--- config.mk ---
export PLATFORM = sky130hd
export DESIGN_NAME = wm8731_cfg_seq
export DESIGN_NICKNAME = d
export VERILOG_FILES = /design/src/rtl/wm8731_cfg_seq.sv
export SDC_FILE = /design/constraint.sdc
export NUM_CORES = 1
export LEC_CHECK = 0
export ABC_AREA = 1
export BUFFER_PORTS_ARGS = -buffer_cell sky130_fd_sc_hd__buf_2
export CORE_MARGIN = 10
export CORE_UTILIZATION = 28
export DETAILED_ROUTE_END_ITERATION = 16
export PLACE_DENSITY = 0.43
export SLEW_MARGIN = 20
export SYNTH_ARGS = -nofsm -noshare
export SYNTH_HDL_FRONTEND = slang
export SYNTH_SLANG_ARGS = --single-unit
--- constraint.sdc ---
create_clock -name clk -period 2.82 [get_ports clk]
set_clock_uncertainty 0.1 [all_clocks]
set_input_delay 0.564 -clock clk [delete_from_list [all_inputs] [get_ports clk]]
set_output_delay 0.564 -clock clk [all_outputs]
set_load 0.005 [all_outputs]
--- src/rtl/wm8731_cfg_seq.sv ---
`timescale 1ns/1ps
// WM8731 configuration sequencer: after a power-up delay, writes the fixed 11-entry register table through codec_top's I2C master, then serves runtime req/ack writes.
// The first wr_i2c comes STARTUP_DELAY+1 cycles after reset release; each write waits for i2c_idle, and upd_req is held off until READY.
module wm8731_cfg_seq #(
  parameter logic [7:0] DEV_ADDR      = 8'h34,
  parameter int         STARTUP_DELAY = 50000,
  parameter int         GAP_CYCLES    = 64,
  parameter int         TIMEOUT       = 200000
) (
  input  logic        clk,
  input  logic        reset,
  input  logic        i2c_idle,
  output logic        wr_i2c,
  output logic [23:0] i2c_packet,
  input  logic        upd_req,
  input  logic [6:0]  upd_addr,
  input  logic [8:0]  upd_data,
  output logic        upd_ack,
  output logic        init_done,
  output logic        init_error,
  output logic        busy,
  output logic [3:0]  step
);

  localparam int MAX_A   = (STARTUP_DELAY > GAP_CYCLES) ? STARTUP_DELAY : GAP_CYCLES;
  localparam int MAX_CNT = (MAX_A > TIMEOUT) ? MAX_A : TIMEOUT;
  localparam int CW      = $clog2(MAX_CNT + 1);

  localparam logic [CW-1:0] STARTUP_LAST = CW'(STARTUP_DELAY - 1);
  localparam logic [CW-1:0] GAP_LAST     = CW'(GAP_CYCLES - 1);
  localparam logic [CW-1:0] TIMEOUT_LAST = CW'(TIMEOUT - 1);
  localparam logic [3:0]    LAST_STEP    = 4'd10;

  localparam logic [2:0] S_STARTUP   = 3'd0;
  localparam logic [2:0] S_ISSUE     = 3'd1;
  localparam logic [2:0] S_WAIT_BUSY = 3'd2;
  localparam logic [2:0] S_WAIT_DONE = 3'd3;
  localparam logic [2:0] S_GAP       = 3'd4;
  localparam logic [2:0] S_READY     = 3'd5;
  localparam logic [2:0] S_ERROR     = 3'd6;

  logic [2:0]    state;
  logic [CW-1:0] cnt;
  logic          upd_mode;
  logic [15:0]   upd_src;
  logic [15:0]   pkt_src;

  // {reg_addr[6:0], reg_data[8:0]} for each init table entry
  function automatic logic [15:0] table_entry(input logic [3:0] idx);
    logic [15:0] e;
    case (idx)
      4'd0:    e = {7'h0F, 9'h000};
      4'd1:    e = {7'h06, 9'h000};
      4'd2:    e = {7'h00, 9'h017};
      4'd3:    e = {7'h01, 9'h017};
      4'd4:    e = {7'h02, 9'h079};
      4'd5:    e = {7'h03, 9'h079};
      4'd6:    e = {7'h04, 9'h012};
      4'd7:    e = {7'h05, 9'h000};
      4'd8:    e = {7'h07, 9'h00A};
      4'd9:    e = {7'h08, 9'h000};
      4'd10:   e = {7'h09, 9'h001};
      default: e = 16'h0000;
    endcase
    return e;
  endfunction

  assign pkt_src = upd_mode ? upd_src : table_entry(step);
  assign busy    = (state != S_READY) && (state != S_ERROR);

  always_ff @(posedge clk) begin
    if (!reset) begin
      state      <= S_STARTUP;
      cnt        <= '0;
      step       <= '0;
      upd_mode   <= 1'b0;
      upd_src    <= '0;
      wr_i2c     <= 1'b0;
      i2c_packet <= '0;
      upd_ack    <= 1'b0;
      init_done  <= 1'b0;
      init_error <= 1'b0;
    end else begin
      wr_i2c  <= 1'b0;
      upd_ack <= 1'b0;
      case (state)
        S_STARTUP: begin
          if (cnt == STARTUP_LAST) begin
            cnt   <= '0;
            state <= S_ISSUE;
          end else begin
            cnt <= cnt + 1'b1;
          end
        end
        S_ISSUE: begin
          // No timeout here: a busy master is waited out indefinitely.
          if (i2c_idle) begin
            i2c_packet <= {DEV_ADDR, pkt_src};
            wr_i2c     <= 1'b1;
            cnt        <= '0;
            state      <= S_WAIT_BUSY;
          end
        end
        S_WAIT_BUSY: begin
          if (!i2c_idle) begin
            cnt   <= '0;
            state <= S_WAIT_DONE;
          end else if (cnt == TIMEOUT_LAST) begin
            init_error <= 1'b1;
            state      <= S_ERROR;
          end else begin
            cnt <= cnt + 1'b1;
          end
        end
        S_WAIT_DONE: begin
          if (i2c_idle) begin
            cnt   <= '0;
            state <= S_GAP;
          end else if (cnt == TIMEOUT_LAST) begin
            init_error <= 1'b1;
            state      <= S_ERROR;
          end else begin
            cnt <= cnt + 1'b1;
          end
        end
        S_GAP: begin
          if (cnt == GAP_LAST) begin
            cnt <= '0;
            if (upd_mode) begin
              upd_ack <= 1'b1;
              state   <= S_READY;
            end else if (step == LAST_STEP) begin
              init_done <= 1'b1;
              state     <= S_READY;
            end else begin
              step  <= step + 4'd1;
              state <= S_ISSUE;
            end
          end else begin
            cnt <= cnt + 1'b1;
          end
        end
        S_READY: begin
          if (upd_req) begin
            upd_src  <= {upd_addr, upd_data};
            upd_mode <= 1'b1;
            state    <= S_ISSUE;
          end
        end
        S_ERROR: begin
          init_error <= 1'b1;
        end
        default: begin
          state <= S_STARTUP;
          cnt   <= '0;
        end
      endcase
    end
  end

endmodule
==> impl_results.md <==
* Hold Crit Class: reg2reg
* Core area at 13,100 um2
* Antenna violations before repair at 0
* CP endpoint kind: register
* Final Setup Violations at 0
* Register bit count reported by yosys at 73
* Pint at 1.80 mW
* WHS Endpoint: upd_src[2]$_SDFFE_PN0P_
* Crit Path Max Fanout at 5
* Final worst slack at 426 ps
* Pwr Total at 2.39 mW
* Routed WL at 9.83 mm
* Setup crit start kind: register
* CTS tree: done
* Antenna Cells at 0
* # Post-CTS Setup Buffers at 0
* Die footprint at around 18,000 um2
* Register-to-Register Path Depth at 13
* Post-synthesis sequential area ratio at 39.4%
* Synthesized area per cell at 7.01 um2
* R2r setup slk at about 430 ps
* Post-synthesis mux area share at 0%
* Sw Ratio at 24.8%
* Worst-path clk slew at 60 ps
* Pin count of the biggest net entering global routing at 34
* Setup WS pre-CTS at between 400 and 500 ps
* Min-delay src: upd_src[2]$_SDFFE_PN0P_
* Reg-to-reg critical path startpoint: step[0]$_SDFFE_PN0P_
* Final HPWL DP at approximately 7.3 mm
* Synthesis-to-finish area growth at 17.6%
* Fin. Hold Viols at 0
* Netlist cell types at 37
* Io pins at 53
* Worst EP required at 2960 ps
* YS warnings at 0
* Leak at between 1.5 and 2 nW
* Initial Util at 28.3%
* CTS HTree Levels at 3
* Setup TNS at 0 ps
* Seq pwr share at 44.8%
* Cells after Synth at 530
* Total CTS buffers at 9
* Fin crit share at 84.9%
* Simple-gate share of the synthesized area at 30.8%
* Avg WL per Cell at between 10 and 15 um
* Synth Area in Adders at 2.36%
* Slew HR at a little under two thirds
* Fin crit period at 2390 ps
* Via count at 3,433
* RSZ-0062 raised after global routing: false
* Total grt overflow at 0
* Skew-Pair Late Insertion Delay at approximately 340 ps
* Net Switching at 0.591 mW
* Die W at 135 um
* Largest family of logic cells by synthesized area: simple AND/OR/NAND/NOR gates
* Vias in the first global route at 3,422
* Pre-antenna DRT Iters at 4
* Setup crit start: step[0]$_SDFFE_PN0P_
* Slew @ Worst Pin at around 550 ps
* Residual DRC at 0
* Detail Route Antenna Nets at 0
* Hold Crit Depth at 2
* Routability-driven placement congestion ratio at 0.842
* Layout net count at 595
* Max Root-Sink Buffers at 2
* Layout cells sized above 1 at 16.6%
* Port Buf Inserts at 47
* Status: complete, no violations
* Max-Cap Viols at 0
* Chip height at 135 um
* Num rows at 42
* Hold Buf Count CTS at 0
* Global-route wire length before repair at approximately 17 mm
* Critical Path AT at 2530 ps
* PostCTS Resize Cnt at 0
* # fillers at ~1,500
* Cell Area, Synth at 3710 um2
* Pwr Density at 547 nW/um2
* Combinational Power Share at approximately 6.4%
* Setup CP Type: reg2reg
* Peak supply drop at 313 uV
* Root Driver: clkbuf_16
* Xor/xnor share of the synthesized area at under 10%
* All-layer global routing usage at 11.2%
* Initial detailed-routing violation count at 173
* Vias per std cell at 4.58
* F_max at 418 MHz
* Clock power frac at 48.8%
* Synth Area in Compound Gates at 15.7%
* Clock sinks at 73
* Slew Viols, Final at 0
synth_stat cells (all sizes together):
cell	count	area [um2]
conb	1	3.75
clkinv	1	3.75
nand2	120	468
nand3	43	225
ha	7	87.6
nor3	8	45.0
nor4	1	6.26
xnor2	2	17.5
o21ai	37	185
buf	12	90.1
a31oi	12	81.3
o211ai	1	12.5
clkbuf	16	61.3
xor2	3	26.3
or2	1	8.76
o21a	1	7.51
a21oi	48	244
inv	63	236
o21bai	2	15.0
nand3b	3	22.5
o31ai	5	37.5
nor2	54	248
dfxtp	73	1460
nand4	16	119
how the worst max path moves through the flow:
stage               endpoint  slack, ps
global placement    register        490
CTS                 register        410
floorplan           register        650
global route        register        140
detailed placement  register        420
finish              register        430
cell families (layout without fill, tap and decap cells):
group / count (synthesis) / in the layout
simple gates: 246 / 246
flops: 73 / 73
xor+xnor: 5 / 5
fa+ha+maj: 7 / 7
other cells: 1 / 5
buf+inv: 92 / 131
compound gates: 106 / 106
power groups by stage:
stage / Sequential [mW] / Combinational, mW / Clock (mW)
6_report: 1.07 / 0.153 / 1.17
5_1_grt: 1.07 / 0.178 / 1.24
4_1_cts: 1.07 / 0.157 / 1.20
3_5_place_dp: 1.09 / 0.157 / 0
3_3_place_gp: 1.09 / 0.156 / 0
2_1_floorplan: 1.09 / 0.107 / 0
cell type report:
cell class,count,area [um2],share of cell area [%]
Clock inverter,7,77.6,1.78
Inverter,64,240,5.50
Sequential cell,73,1460,33.5
Tap cell,176,220,5.04
Clock buffer,9,225,5.16
Timing Repair Buffer,51,265,6.08
Multi-Input combinational cell,369,1880,43.0
per-stage QoR:
stage	cells	util [%]	instance area (um2)	hold WS, ps
final	749	33.2	4370	345
after global routing	749	33.2	4370	366
after CTS	749	33.2	4370	348
after detailed placement	733	30.9	4060	339
after global placement	733	30.9	4060	337
after floorplan	534	-	3730	324
critical path, cell delays in order, from the launching register on:
cell	delay [ps]
dfxtp_1	380
inv_1	90
ha_1	220
a31oi_2	330
nand4_2	210
nand2_1	120
nand2_1	90
nor2_1	140
inv_1	80
ha_1	270
inv_1	70
nand2_1	50
nor2_1	100
nor2_1	40
layer usage:
layer,track usage [%],up-vias,part of all wire [%]
li1,-,1805,-
met2,19.2,59,48
met3,3.19,13,4.7
met1,12.9,1556,46
met5,0,-,0
met4,4.13,0,1.3
layout by cell type (no fill, tap or decap), types with 3 or more instances in the layout:
master	count
nand2_2	7
o21ai_1	3
nor2_4	5
nand2_1	113
conb_1	5
nand3b_1	3
a31oi_1	11
nor2_1	46
o31ai_1	5
nor2_2	3
buf_2	47
inv_1	60
xor2_1	3
dfxtp_1	73
nor3_1	7
a21oi_1	47
ha_1	7
o21ai_0	34
nand3_1	41
inv_2	3
clkbuf_16	9
nand4_2	3
nand4_1	13
buf_4	4
(Power assumes the default switching activity.)
